[src/rtl/gamepad_scan_pkg.sv]
`default_nettype none
// +----------------------------------------------------------------------------+
// | gamepad_scan_pkg                                                           |
// | Shared types and helpers for the gamepad poll scheduler.                   |
// | Revision: 1.0                                                              |
// +----------------------------------------------------------------------------+
package gamepad_scan_pkg;

    localparam int c_RESULT_W  = 16;
    localparam int c_MAX_SLOTS = 32;

    typedef enum logic [2:0] {
        ST_IDLE = 3'd0,
        ST_NEXT = 3'd1,
        ST_ARM  = 3'd2,
        ST_WAIT = 3'd3,
        ST_CAPT = 3'd4
    } scan_state_t;

    // Lowest index >= start with its mask bit set, or -1 when none remain.
    function automatic int next_masked_slot(input logic [c_MAX_SLOTS-1:0] mask,
                                            input int start,
                                            input int n_slots);
        int found;
        found = -1;
        for (int i = c_MAX_SLOTS - 1; i >= 0; i--) begin
            if (i >= start && i < n_slots && mask[i]) begin
                found = i;
            end
        end
        return found;
    endfunction

endpackage
`default_nettype wire

[src/rtl/gamepad_scan_timer.sv]
`default_nettype none
// +----------------------------------------------------------------------------+
// | gamepad_scan_timer                                                         |
// | Periodic scan timer plus coalescing pending-request flag.                  |
// | Revision: 1.0                                                              |
// +----------------------------------------------------------------------------+
module gamepad_scan_timer #(
    parameter int PERIOD = 20000
) (
    input  logic clk,
    input  logic rst,
    input  logic scan_en,
    input  logic scan_trig,
    input  logic take,
    output logic pending
);

    localparam int c_CNT_W = (PERIOD > 1) ? $clog2(PERIOD) : 1;

    logic [c_CNT_W-1:0] r_count;
    logic               r_pending;
    logic               w_wrap;

    assign w_wrap = scan_en && (r_count == c_CNT_W'(PERIOD - 1));

    always_ff @(posedge clk or posedge rst) begin
        if (rst) begin
            r_count <= '0;
        end else if (!scan_en || w_wrap) begin
            r_count <= '0;
        end else begin
            r_count <= r_count + c_CNT_W'(1);
        end
    end

    // Any number of requests collapse into a single flag; a new request beats a take.
    always_ff @(posedge clk or posedge rst) begin
        if (rst) begin
            r_pending <= 1'b0;
        end else if (w_wrap || scan_trig) begin
            r_pending <= 1'b1;
        end else if (take) begin
            r_pending <= 1'b0;
        end
    end

    assign pending = r_pending;

endmodule
`default_nettype wire

[src/rtl/gamepad_scan_ctrl.sv]
`default_nettype none
// +----------------------------------------------------------------------------+
// | gamepad_scan_ctrl                                                          |
// | Poll scheduler for gamepad_od with per-slot result file and change flags.  |
// | Optional: GAMEPAD_SCAN_DEBOUNCE_EN (commit only on two identical polls).   |
// | Revision: 1.0                                                              |
// +----------------------------------------------------------------------------+
module gamepad_scan_ctrl
    import gamepad_scan_pkg::*;
#(
    parameter int SEL_WIDTH = 1,
    parameter int PERIOD    = 20000,
    parameter int TIMEOUT   = 4096,
    localparam int N_SLOTS  = 2 ** SEL_WIDTH
) (
    input  logic                  clk,
    input  logic                  rst,
    input  logic                  scan_en,
    input  logic                  scan_trig,
    input  logic [N_SLOTS-1:0]    slot_mask,
    input  logic                  mux_cfg,
    output logic                  ctrl_go,
    output logic [SEL_WIDTH-1:0]  ctrl_sel,
    output logic                  ctrl_mux,
    input  logic                  ctrl_rdy,
    input  logic [c_RESULT_W-1:0] gp_value,
    input  logic [SEL_WIDTH-1:0]  rd_addr,
    output logic [c_RESULT_W-1:0] rd_data,
    output logic [N_SLOTS-1:0]    slot_valid,
    output logic [N_SLOTS-1:0]    slot_chg,
    input  logic [N_SLOTS-1:0]    chg_clr,
    output logic                  busy,
    output logic                  irq
);

    localparam int c_TO_W = (TIMEOUT > 1) ? $clog2(TIMEOUT) : 1;

    scan_state_t          r_state;
    logic [SEL_WIDTH:0]   r_slot;
    logic                 r_ctrl_go;
    logic [SEL_WIDTH-1:0] r_ctrl_sel;
    logic                 r_ctrl_mux;
    logic                 r_busy;
    logic                 r_rdy_prev;
    logic [c_TO_W-1:0]    r_to_cnt;

    logic                  w_pending;
    logic                  w_take;
    logic                  w_done;
    logic                  w_abort;
    int                    w_next_int;
    logic [SEL_WIDTH:0]    w_next_slot;
    logic [SEL_WIDTH-1:0]  w_idx;
    logic [c_RESULT_W-1:0] w_file [N_SLOTS];

    gamepad_scan_timer #(
        .PERIOD (PERIOD)
    ) u_timer (
        .clk       (clk),
        .rst       (rst),
        .scan_en   (scan_en),
        .scan_trig (scan_trig),
        .take      (w_take),
        .pending   (w_pending)
    );

    assign w_take      = (r_state == ST_IDLE) && w_pending;
    assign w_next_int  = next_masked_slot(c_MAX_SLOTS'(slot_mask), int'(r_slot), N_SLOTS);
    assign w_next_slot = (SEL_WIDTH + 1)'(w_next_int);
    assign w_idx       = r_slot[SEL_WIDTH-1:0];

    // Completion is a rising rdy edge after go; it commits in the same cycle so
    // the result reaches rd_data one cycle after the engine raises rdy.
    assign w_done  = (r_state == ST_WAIT) && ctrl_rdy && !r_rdy_prev;
    assign w_abort = (r_state == ST_WAIT) && !w_done && (r_to_cnt == c_TO_W'(TIMEOUT - 1));

    always_ff @(posedge clk or posedge rst) begin
        if (rst) begin
            r_state    <= ST_IDLE;
            r_slot     <= '0;
            r_ctrl_go  <= 1'b0;
            r_ctrl_sel <= '0;
            r_ctrl_mux <= 1'b0;
            r_busy     <= 1'b0;
            r_rdy_prev <= 1'b0;
            r_to_cnt   <= '0;
        end else begin
            r_ctrl_go <= 1'b0;
            case (r_state)
                ST_IDLE: begin
                    if (w_pending) begin
                        r_slot  <= '0;
                        r_busy  <= 1'b1;
                        r_state <= ST_NEXT;
                    end
                end
                ST_NEXT: begin
                    if (w_next_int < 0) begin
                        r_busy  <= 1'b0;
                        r_state <= ST_IDLE;
                    end else begin
                        r_slot     <= w_next_slot;
                        r_ctrl_sel <= w_next_slot[SEL_WIDTH-1:0];
                        r_ctrl_mux <= mux_cfg;
                        r_state    <= ST_ARM;
                    end
                end
                ST_ARM: begin
                    if (ctrl_rdy) begin
                        r_ctrl_go  <= 1'b1;
                        r_to_cnt   <= '0;
                        r_rdy_prev <= 1'b1;
                        r_state    <= ST_WAIT;
                    end
                end
                ST_WAIT: begin
                    r_rdy_prev <= ctrl_rdy;
                    r_to_cnt   <= r_to_cnt + c_TO_W'(1);
                    if (w_done) begin
                        r_state <= ST_CAPT;
                    end else if (w_abort) begin
                        r_slot  <= r_slot + (SEL_WIDTH + 1)'(1);
                        r_state <= ST_NEXT;
                    end
                end
                ST_CAPT: begin
                    // Extra index bit lets the last slot step past the end instead of wrapping to 0.
                    r_slot  <= r_slot + (SEL_WIDTH + 1)'(1);
                    r_state <= ST_NEXT;
                end
                default: begin
                    r_busy  <= 1'b0;
                    r_state <= ST_IDLE;
                end
            endcase
        end
    end

    for (genvar gi = 0; gi < N_SLOTS; gi++) begin : g_slot
        logic                  w_hit;
        logic                  w_commit;
        logic [c_RESULT_W-1:0] r_data;
        logic                  r_vld;
        logic                  r_chg;

        assign w_hit = (w_idx == SEL_WIDTH'(gi));

`ifdef GAMEPAD_SCAN_DEBOUNCE_EN
        logic [c_RESULT_W-1:0] r_cand;
        logic                  r_cand_vld;

        assign w_commit = w_done && w_hit && r_cand_vld && (r_cand == gp_value);

        always_ff @(posedge clk or posedge rst) begin
            if (rst) begin
                r_cand     <= '0;
                r_cand_vld <= 1'b0;
            end else if (w_done && w_hit) begin
                r_cand     <= gp_value;
                r_cand_vld <= 1'b1;
            end else if (w_abort && w_hit) begin
                r_cand_vld <= 1'b0;
            end
        end
`else
        assign w_commit = w_done && w_hit;
`endif

        always_ff @(posedge clk or posedge rst) begin
            if (rst) begin
                r_data <= '0;
                r_vld  <= 1'b0;
                r_chg  <= 1'b0;
            end else begin
                if (w_commit) begin
                    r_data <= gp_value;
                    r_vld  <= 1'b1;
                end else if (w_abort && w_hit) begin
                    r_vld <= 1'b0;
                end
                r_chg <= (w_commit && (!r_vld || (r_data != gp_value))) || (r_chg && !chg_clr[gi]);
            end
        end

        assign w_file[gi]     = r_data;
        assign slot_valid[gi] = r_vld;
        assign slot_chg[gi]   = r_chg;
    end

    assign rd_data  = w_file[rd_addr];
    assign irq      = |slot_chg;
    assign ctrl_go  = r_ctrl_go;
    assign ctrl_sel = r_ctrl_sel;
    assign ctrl_mux = r_ctrl_mux;
    assign busy     = r_busy;

endmodule
`default_nettype wire
[config.mk]
export PLATFORM = sky130hd
export DESIGN_NAME = gamepad_scan_ctrl
export DESIGN_NICKNAME = d
export VERILOG_FILES = /design/src/rtl/gamepad_scan_pkg.sv /design/src/rtl/gamepad_scan_timer.sv /design/src/rtl/gamepad_scan_ctrl.sv
export SDC_FILE = /design/constraint.sdc
export NUM_CORES = 1
export LEC_CHECK = 0
export CAP_MARGIN = 10
export CORE_UTILIZATION = 55
export CTS_CLUSTER_DIAMETER = 100
export DETAILED_ROUTE_END_ITERATION = 8
export PLACE_DENSITY = 0.79
export SKIP_LAST_GASP = 1
export SLEW_MARGIN = 20
export SYNTH_ARGS = -nofsm -noshare
export SYNTH_HDL_FRONTEND = slang
export SYNTH_SLANG_ARGS = --single-unit
[constraint.sdc]
create_clock -name clk -period 3.12 [get_ports clk]
set_input_delay 0.78 -clock clk [delete_from_list [all_inputs] [get_ports clk]]
set_output_delay 0.78 -clock clk [all_outputs]
set_load 0.01 [all_outputs]
==> results.tsv, run 1 <==
metric	value	unit
outcome	completed	
DRT iter0 DRCs	158	
multiplexer area fraction after synthesis	14.9	%
Num CTS Buffers	9	
first-pass GRT wire length	13000	um
combinational family with the most area after synthesis	simple AND/OR/NAND/NOR gates	
cell leakage power	1.97	nW
die area	0.00731	mm2
Rows	30	
vias per cell	5.65	
Die X	85.5	um
clock tree buffer depth	2	
Simple-Gate Fraction of Synth Area	15.9	%
WHS	484	ps
register area share after synthesis	48.3	%
final setup margin	57.2	ps
drt wl/cell	16.1	um
Setup crit end kind	output pin	
placer congestion estimate	0.831	
Antenna Violating Nets Remaining	0	
CTS Sinks	74	
clk_lat worst skew	340	ps
first-pass iteration count of the detailed router	4	
Min-Delay Path Class	flip-flop to flip-flop	
final setup TNS	0	ps
CP Class	input port to output pin	
CP bufs+invs	3	
Crit path depth	4	
Slew @ Worst Pin	464	ps
CTS tree	built	
Setup Viol. Count Final	0	
I/O pins	52	
Synth Register Bits	74	
Crit path required time	2340	ps
DPL Wire Length	5360	um
post-CTS sizing	0	
cts hold-fix bufs	0	
XOR/XNOR Fraction of Synth Area	10.3	%
Inserted Diodes	0	
PortBufs	51	
Setup Buffers After CTS	0	
mapped cell area	0.00383	mm2
Final Max Slew Viols	0	
Slowest-stage cell, CP	clkdlybuf4s50_1	
most used cell, CP	clkdlybuf4s50_1	
critical path cell sequence	clkdlybuf4s50_1 > buf_12 > mux2_2 > clkdlybuf4s50_1	
syn_nets	371	
critical path arrival	2280	ps
synth warn	0	
Syn-to-layout area delta	21.9	%
register-to-register setup slack	1260	ps
Synth area leader	dfrtp_1	
GRT Util Overall	23.4	%
fin crit period	3060	ps
largest net degree at the start of global routing	57	
Worst setup SP type	input port	
Post-synth EDFFs	0	
complex-gate fraction of the synthesized area	6.59	%
Nets	425	
crit-path leading delay family	buffers and inverters	
Distinct cells, synth	50	
worst clock skew	13.1	ps
relative slew slack	68.9	%
Die H	85.5	um
H-tree Lvls	3	
predominant post-synthesis flop cell	dfrtp_1	
Root Driver	clkbuf_8	
Synth Area in Adders	1.31	%
Async SR Flop Fraction	100	%
Final Cycle Share	98.2	%
Yosys top cell area share	48.3	%
Max VDD drop	499	uV
Remaining Overflow, GRT	0	
worst slack at placement	45.2	ps
Mapped Avg Cell Area	11.3	um2
PwrDens	816	mW/mm2
fill count	502	
cell count after synthesis	340	
Reg2Reg Depth	5	
vias in the first global route	2717	
maximum fanout along the worst path	16	
Starting Density	56.8	%
RSZ-0062 raised after global routing	no	
layout cell share with drive strength beyond 1	20.1	%
vias	2706	
final hold vios	0	
clk slew on worst S/H paths	80	ps
number of antenna violations at the first check in global routing	0	
hold path depth	1	
Worst path max stage delay	500	ps
max-cap violation count	0	
core area	0.00676	mm2
Synth area leaders	dfrtp_1 (48%), mux2_2 (14%), xnor2_1 (6.2%)	
final WL	7730	um
Residual DRC	0	
Max Clock Freq	326	MHz
==> registers in the layout, summed over array words and instances (netlist names) <==
signal and cells:
g_slot.r_vld 2, ctrl_mux 1, r_slot 2, r_state 3, g_slot.r_chg 2, busy 1, r_rdy_prev 1, g_slot.r_data 32
ctrl_go 1, r_to_cnt 12, u_timer.pending 1, ctrl_sel 1, u_timer.r_count 15
==> layer usage <==
layer	vias up	wire length (um)	global-route usage, %
li1	1312	-	-
met2	44	3790	38.0
met1	1336	3580	31.4
met3	14	209	4.23
met5	-	0	0
met4	0	148	9.55
==> per-stage QoR <==
step	std cells	cell area, um2	utilization, %	total power, mW
6_report	479	4670	69.2	3.81
5_1_grt	479	4670	69.2	4.05
2_1_floorplan	340	3830	-	2.39
3_5_place_dp	463	4420	65.4	2.90
3_3_place_gp	463	4420	65.4	2.85
4_1_cts	479	4670	69.2	3.84
==> synthesized netlist by cell type, types with 2 or more instances <==
cell,number
dfrtp_1,74
mux2_2,49
xnor2_1,27
nor2_1,24
nand2_1,23
xor2_1,18
nand3_1,17
o21ai_0,11
nand4_1,10
inv_1,9
o31ai_1,6
buf_4,5
o211ai_1,5
buf_2,4
ha_1,4
nand2b_1,4
nor3_1,4
a21oi_1,3
and3_1,3
nor4_1,3
a22o_1,2
a31oi_1,2
mux2i_1,2
nor2b_1,2
nor4b_1,2
o21bai_1,2
o2bb2ai_1,2
==> cells in the final DEF, fill, tap and decap left out, types with 3 or more instances in the layout <==
| master | instances |
|---|---|
| clkbuf_8 | 11 |
| ha_1 | 4 |
| o31ai_1 | 6 |
| nand3_1 | 17 |
| nand2b_1 | 4 |
| and3_1 | 3 |
| a21oi_1 | 3 |
| nand2_1 | 23 |
| bufinv_16 | 3 |
| nand4_1 | 10 |
| xnor2_1 | 27 |
| clkdlybuf4s50_1 | 51 |
| xor2_1 | 18 |
| nor3_1 | 4 |
| inv_1 | 8 |
| o211ai_1 | 5 |
| o21ai_0 | 11 |
| nor4_1 | 3 |
| dfrtp_1 | 74 |
| nor2_1 | 24 |
| mux2_2 | 49 |
==> path summary, 6_finish.rpt <==
kind                                           from                                to
max reg2reg                  r_state[1]$_DFFE_PP0P_          r_to_cnt[11]$_DFFE_PP0P_
min reg2reg                r_to_cnt[11]$_DFFE_PP0P_          r_to_cnt[11]$_DFFE_PP0P_
min                        r_to_cnt[11]$_DFFE_PP0P_          r_to_cnt[11]$_DFFE_PP0P_
max in group asynchronous                       rst  g_slot[0].r_data[10]$_DFFE_PP0P_
max                                         rd_addr                       rd_data[11]
min in group asynchronous                       rst           r_to_cnt[0]$_DFFE_PP0P_
==> power breakdown <==
| group | leakage (nW) | internal, mW | switching [mW] |
|---|---|---|---|
| logic | 0.899 | 0.776 | 0.558 |
| clock network | 0.123 | 0.576 | 0.358 |
| registers | 0.951 | 1.24 | 0.306 |
| total | 1.97 | 2.59 | 1.22 |
==> final cells by class <==
type                    instances  area, um2  share of cell area [%]
repair buffers                 54        558                    11.9
well taps                      80        100                    2.14
flip-flops and latches         74       1850                    39.6
clock buffers                  12        155                    3.32
multi-input cells             246       1880                    40.2
inverters                       9       33.8                   0.723
clock inverters                 4       97.6                    2.09
==> cells by family (layout without fill, tap and decap cells) <==
logic type | after synthesis | count (layout)
flip-flops | 74 | 74
AND/OR/NAND/NOR | 108 | 108
AO/OA/AOI/OAI | 38 | 38
multiplexers | 51 | 51
adder cells (fa/ha/maj) | 4 | 4
XOR/XNOR | 45 | 45
buffers and inverters | 20 | 79
Note: power is estimated with default switching activity, not from simulation.
==> run 2: changes to the inputs <==
Settings changed: SKIP_LAST_GASP 1 to unset.
==> results of run 2 <==
Same layout as run 1: the final DEF is identical, and so are final timing and power.
==> run 3: changes to the inputs <==
Settings changed: CORE_ASPECT_RATIO set to 0.7.
==> results.tsv, run 3 (synthesis gave the netlist of run 1 again) <==
metric	value	unit	change
cts hold-fix bufs	0		unchanged
PwrDens	796	mW/mm2	-2.4%
Inserted Diodes	0		unchanged
Critical Path End	rd_data[11]		
worst slack at placement	40.7	ps	-4.49 ps
Syn-to-layout area delta	21.4	%	
Worst setup SP type	input port		
Root Driver	clkbuf_8		
placer congestion estimate	0.844		+1.6%
Slew @ Worst Pin	477	ps	+12.4 ps
RSZ-0062 raised after global routing	no		
final hold vios	0		unchanged
Final Cycle Share	98.5	%	+0.37 points
largest net degree at the start of global routing	75		+32%
clk_lat worst skew	340	ps	about the same
fill count	509		+1.4%
Die H	71.9	um	-16%
register-to-register setup slack	1250	ps	about the same
vias per cell	5.50		-2.7%
H-tree Lvls	3		unchanged
worst clock skew	10.7	ps	-2.35 ps
DPL Wire Length	5430	um	+1.3%
layout cell share with drive strength beyond 1	20.1	%	unchanged
crit path from	rd_addr		
Num CTS Buffers	9		unchanged
clock tree buffer depth	2		unchanged
largest registers in the final layout	g_slot.r_data: 32 flops, u_timer.r_count: 15 flops, r_to_cnt: 12 flops		
drt wl/cell	15.7	um	-2.5%
final WL	7750	um	+0.36%
fin crit period	3070	ps	+11.6 ps
Reg2Reg Depth	5		unchanged
Most flops, register	g_slot.r_data		
PnR Total Power	3.71	mW	-2.7%
first-pass GRT wire length	12800	um	-1.4%
CTS Sinks	74		unchanged
reg2reg end	r_to_cnt[11]$_DFFE_PP0P_		
commonest non-fill, non-tap cell in the layout	dfrtp_1		
final setup TNS	0	ps	unchanged
clk slew on worst S/H paths	70	ps	about the same
Setup Viol. Count Final	0		unchanged
launching point of the worst reg2reg path	r_state[1]$_DFFE_PP0P_		
Residual DRC	0		unchanged
maximum fanout along the worst path	16		unchanged
relative slew slack	68.0	%	-0.96 points
Rows	25		-17%
GRT Util Overall	23.5	%	+0.13 points
Final Instance Area	0.00466	mm2	-0.35%
number of antenna violations at the first check in global routing	0		unchanged
vias	2711		+0.18%
Remaining Overflow, GRT	0		unchanged
CTS tree	built		
Antenna Violating Nets Remaining	0		unchanged
Die X	102	um	+19%
I/O pins	52		unchanged
DRT iter0 DRCs	83		-47%
die area	0.00732	mm2	about the same
final setup margin	45.5	ps	-11.6 ps
Min-Delay Path Class	flip-flop to flip-flop		
post-CTS sizing	0		unchanged
cell leakage power	1.95	nW	-1.2%
first-pass iteration count of the detailed router	4		unchanged
critical path arrival	2290	ps	about the same
CP Class	input port to output pin		
PortBufs	51		unchanged
Max Clock Freq	325	MHz	-0.38%
commonest cells after routing, fill and taps aside	dfrtp_1 (74), clkdlybuf4s50_1 (51), mux2_2 (49)		
Crit path required time	2340	ps	about the same
Setup crit end kind	output pin		
Final Max Slew Viols	0		unchanged
outcome	completed		
placed cell areas	0.00444	mm2	+0.40%
Largest register FFs	32		unchanged
vias in the first global route	2579		-5.1%
Setup Buffers After CTS	0		unchanged
Max VDD drop	458	uV	-8.3%
max-cap violation count	0		unchanged
Starting Density	56.8	%	unchanged
core area	0.00676	mm2	unchanged
Nets	425		unchanged
## run 3: cell count changes in the layout (fill, tap and decap cells not counted)
cell / before / now
clkinvlp_4: 1 / 3
bufinv_16: 3 / 2
clkbuf_8: 11 / 9
clkinv_4: 0 / 1
## run 3: routing by layer
layer / vias up / wire length, um / share of wire, % / GRT usage, %
met3: 4 / 265 / 3.4 / 6.73
li1: 1307 / - / - / -
met5: - / 0 / 0 / 0
met2: 50 / 3410 / 44 / 32.2
met4: 0 / 46 / 0.59 / 5.80
met1: 1350 / 4030 / 52 / 36.5
## run 3: stage by stage
step,utilization (%),hold slack [ps],cells
2_1_floorplan,-,448,340
3_3_place_gp,65.7,461,477
3_5_place_dp,65.7,473,477
4_1_cts,68.9,483,493
5_1_grt,68.9,504,493
6_report,68.9,484,493
## run 3: how the worst min path moves through the flow
stage | from | end | slack [ps] | cells after the start
3_3_place_gp | r_to_cnt[11]$_DFFE_PP0P_ | r_to_cnt[11]$_DFFE_PP0P_ | 460 | 1
6_report | r_to_cnt[11]$_DFFE_PP0P_ | r_to_cnt[11]$_DFFE_PP0P_ | 480 | 1
2_1_floorplan | r_to_cnt[11]$_DFFE_PP0P_ | r_to_cnt[11]$_DFFE_PP0P_ | 450 | 1
5_1_grt | r_to_cnt[11]$_DFFE_PP0P_ | r_to_cnt[11]$_DFFE_PP0P_ | 500 | 1
3_5_place_dp | r_to_cnt[11]$_DFFE_PP0P_ | r_to_cnt[11]$_DFFE_PP0P_ | 470 | 1
4_1_cts | r_to_cnt[11]$_DFFE_PP0P_ | r_to_cnt[11]$_DFFE_PP0P_ | 480 | 1
## run 3: critical path, stage by stage
cell and delay (ps):
clkdlybuf4s50_1 500, buf_12 160, mux2_2 340, clkdlybuf4s50_1 500
## run 3: power by group
part / internal (mW) / total [mW] / switching [mW]
sequential: 1.24 / 1.55 / 0.307
clock: 0.452 / 0.808 / 0.356
combinational: 0.777 / 1.35 / 0.578
total: 2.47 / 3.71 / 1.24
## run 3: layout make-up
| class | count | area, um2 | area share [%] |
|---|---|---|---|
| sequential | 74 | 1850 | 39.8 |
| clock inverter | 6 | 91.3 | 1.96 |
| timing repair buffer | 54 | 558 | 12.0 |
| tap | 94 | 118 | 2.53 |
| clock buffer | 10 | 128 | 2.74 |
| multi-input combinational | 246 | 1880 | 40.3 |
| inverter | 9 | 33.8 | 0.725 |
==> RTL edit 1 (settings of run 1) <==
Put a register stage on the output `irq`, with the module's reset. The value now appears one clock later. The other outputs are not delayed to match.
--- a/src/rtl/gamepad_scan_ctrl.sv
+++ b/src/rtl/gamepad_scan_ctrl.sv
@@ -190,3 +190,9 @@
     assign rd_data  = w_file[rd_addr];
-    assign irq      = |slot_chg;
+    always_ff @(posedge clk or posedge rst) begin
+        if (rst) begin
+            irq <= '0;
+        end else begin
+            irq <= |slot_chg;
+        end
+    end
     assign ctrl_go  = r_ctrl_go;
Check against the original RTL: not equivalent (a bounded check fails within 10 cycles, from zero or initial values and one cycle with rst high).
==> RTL edit 1 against run 1 <==
  * Power fell by 6.1%
  * Die area rose by 0.64%
  * Synthesized cell count rose by 0.29%
  * Final area fell by 0.62%
  * Via count fell by 0.44%
  * Critical path type unchanged
  * Synthesized area rose by 0.65%
  * Routed wire length fell by 3.9%
  * Setup slack got worse by 0.016 ns
  * Global-route usage fell by 0.76 points
  * Hold slack got worse by 0.0026 ns
  * Largest cell class is now sequential cells
  * Highest routed layer unchanged
  * Sequential cell count rose by 1
==> RTL edit 1: results <==
[run_status]
status = complete, no violations

[hold_path]
min_path_type = reg2reg

[clock_tree]
post_cts_buffers = 0
ctsResizeCount = 0
h-tree-depth = 3
clk_latency_ns = 0.35
numCtsBuffers = 9
cts_root_buf = clkbuf_8

[detailed_routing]
route.final.wire_length_um = 7420
num_vias = 2694
drt_iter0_drc = 127

[grt]
grt_pass1_wl_um = 12900
grt_pass1_vias = 2757
grt_max_degree = 76
grt.total_usage_pct = 22.7

[critical_path]
slowest_stage = clkdlybuf4s50_1
critPathArrivalTime_ns = 2.30
crit_path_max_fanout = 16
cp_top_family = buffers and inverters

[synthesis]
syn_nets = 372
seq_area_frac_synth_pct = 48.6
yosys-top-cells-count = dfrtp_1, mux2_2, xnor2_1
yosysWarnings = 0
async_flop_share_pct = 100
syn_area_per_cell_um2 = 11.3
synthTopCellsByArea = dfrtp_1, mux2_2, xnor2_1

[power]
p_switching_uw = 1200
p_seq_share_pct = 43.5
power.leakage_uw = 0.00196
pg_clk_uw = 689
intPower_uw = 2380
peakVddDrop_mv = 0.473

[placed_design]
place_inst = 480
placed_area_um2 = 4470
hpwl_um = 5280
place_congestion = 0.806
pre_cts_ws_ns = 0.0359

[cells_and_area]
layout-drive-gt1-share_pct = 19.8
num-nets-final = 426
antenna_cells = 0
instances_no_fill = 495

[timing]
maxSlewHeadroom_pct = 67.3
finClkSkew_ns = 0.00774
==> RTL edit 1: cell count changes in the layout (fill, tap and decap cells not counted) <==
cell / run 1 / this run
clkinv_2: 0 / 2
bufinv_16: 3 / 0
clkbuf_8: 11 / 12
dfrtp_1: 74 / 75
clkinvlp_4: 1 / 0
==> RTL edit 1: cell families (layout without fill, tap and decap cells) <==
family                     count (synthesis)  in the layout  share of synthesized area [%]
muxes                                     51             51                           14.8
adders and majority gates                  4              4                           1.30
xor gates and xnor gates                  45             45                           10.2
DFF                                       75             75                           48.6
AOI/OAI and AO/OA                         38             38                           6.55
and+or+nand+nor                          108            108                           15.8
buffers and inverters                     20             78                           2.76
==> RTL edit 1: metal layers <==
| layer | part of all wire [%] | wire length [um] | track usage, % |
|---|---|---|---|
| met5 | 0 | 0 | 0 |
| met4 | 1.6 | 116 | 7.73 |
| met3 | 2.7 | 202 | 5.58 |
| met2 | 48 | 3590 | 36.8 |
| met1 | 47 | 3510 | 29.9 |
==> RTL edit 1: cell type report <==
class                           instances  area (um^2)
Clock buffer                           13          169
Sequential cell                        75         1880
Fill cell                             507         2150
Timing Repair Buffer                   54          558
Inverter                                9         33.8
Multi-Input combinational cell        246         1880
Clock inverter                          2         10.0
Tap cell                               96          120
==> RTL edit 1: final timing paths <==
| path | cells after the start | to | startpoint | slack (ns) |
|---|---|---|---|---|
| max | 4 | rd_data[7] | rd_addr | 0.04 |
| min | 1 | r_to_cnt[11] | r_to_cnt[11] | 0.48 |
| max in group asynchronous | 3 | g_slot[1].r_data[7] | rst | 1.98 |
| min reg2reg | 1 | r_to_cnt[11] | r_to_cnt[11] | 0.48 |
| max reg2reg | 5 | r_to_cnt[11] | r_state[1] | 1.25 |
| min in group asynchronous | 3 | u_timer.r_count[2] | rst | 0.83 |
==> RTL edit 2 (settings of run 1) <==
Made on the original files. Build with the macro `GAMEPAD_SCAN_DEBOUNCE_EN` defined.
--- a/src/rtl/gamepad_scan_ctrl.sv
+++ b/src/rtl/gamepad_scan_ctrl.sv
@@ -7,2 +7,4 @@
 // +----------------------------------------------------------------------------+
+`define GAMEPAD_SCAN_DEBOUNCE_EN
+
 module gamepad_scan_ctrl
Behaviour: not the same (a bounded check fails within 10 cycles, from zero or initial values and one cycle with rst high).
==> RTL edit 2 against run 1 <==
  * Setup slack improved by 0.013 ns
  * Synthesized cell count increased by 42%
  * Sequential cell count increased by 34
  * Count of clock-buffer cells in the layout decreased by 2
  * Non-clock buffer count increased by 20
  * Power decreased by 0.91%
  * Final area increased by 38%
  * Synthesized area increased by 44%
  * Routed wire length increased by 41%
  * Critical path type unchanged
==> RTL edit 2: results <==
[synthesis]
seq_area_frac_synth_pct = 48.9
synthTopCellsByArea = dfrtp_1, mux2_2, xnor2_1
muxShareOfSynthArea_pct = 17.2
synth-xor-area-share_pct = 12.2
syn_nets = 515
yosys.cell_types.count = 45
synth-compound-area-share_pct = 5.48
synth-adder-area-share_pct = 0.906

[grt]
gr-usage-met3_pct = 3.56
grt_pass1_wl_um = 18100
grt_util_met2_pct = 37.9
use_met1_pct = 30.2

[critical_path]
regToRegStartpoint = r_state[0]
rr_worst_depth = 6
endpoint = rd_data[1]
rrSetupSlack_ns = 0.69
rr_endpoint = g_slot[1].r_data[3]

[run_status]
status = complete, no violations

[detailed_routing]
wl_per_cell_um = 16.1
wl_met1_um = 5020
wl_met3_um = 356
num_vias = 3731
routed-wl-met2_um = 5250

[power]
peakVddDrop_mv = 0.452

[clock_tree]
clk_pin_slew_ns = 0.10

[timing]
maxSlewHeadroom_pct = 60.0
hold_ws_ns = 0.489

[placed_design]
placed_area_um2 = 6270
hpwl_um = 7920
place_congestion = 0.846

[cells_and_area]
reg.largest.list = g_slot.r_cand: 32 flops, g_slot.r_data: 32 flops, u_timer.r_count: 15 flops
-- RTL edit 2: cell types whose count changed after synthesis, moves of 8 or more --
cell / run 1 / this run
mux2_4: 0 / 8
xnor2_1: 27 / 54
clkbuf_1: 1 / 20
o21ai_0: 11 / 22
mux2_2: 49 / 73
dfrtp_1: 74 / 108
-- RTL edit 2: through the flow --
step | utilization (%) | worst slack, ns | instances
after floorplan | - | 0.391 | 484
after global placement | 64.2 | 0.0670 | 658
after detailed placement | 64.2 | 0.0555 | 658
after CTS | 66.0 | 0.0591 | 674
after global routing | 66.0 | 0.0257 | 674
final | 66.0 | 0.0697 | 674
-- RTL edit 2: cell type report --
class	instances	area, um^2
Clock buffer	10	128
Clock inverter	6	55.1
Fill cell	773	3320
Inverter	11	45.0
Multi-Input combinational cell	332	2620
Sequential cell	108	2700
Tap cell	133	166
Timing Repair Buffer	74	733
-- RTL edit 2: report_power, final --
part | internal, uW | switching (uW)
logic | 556 | 486
clock network | 308 | 502
registers | 1680 | 244
total | 2550 | 1230
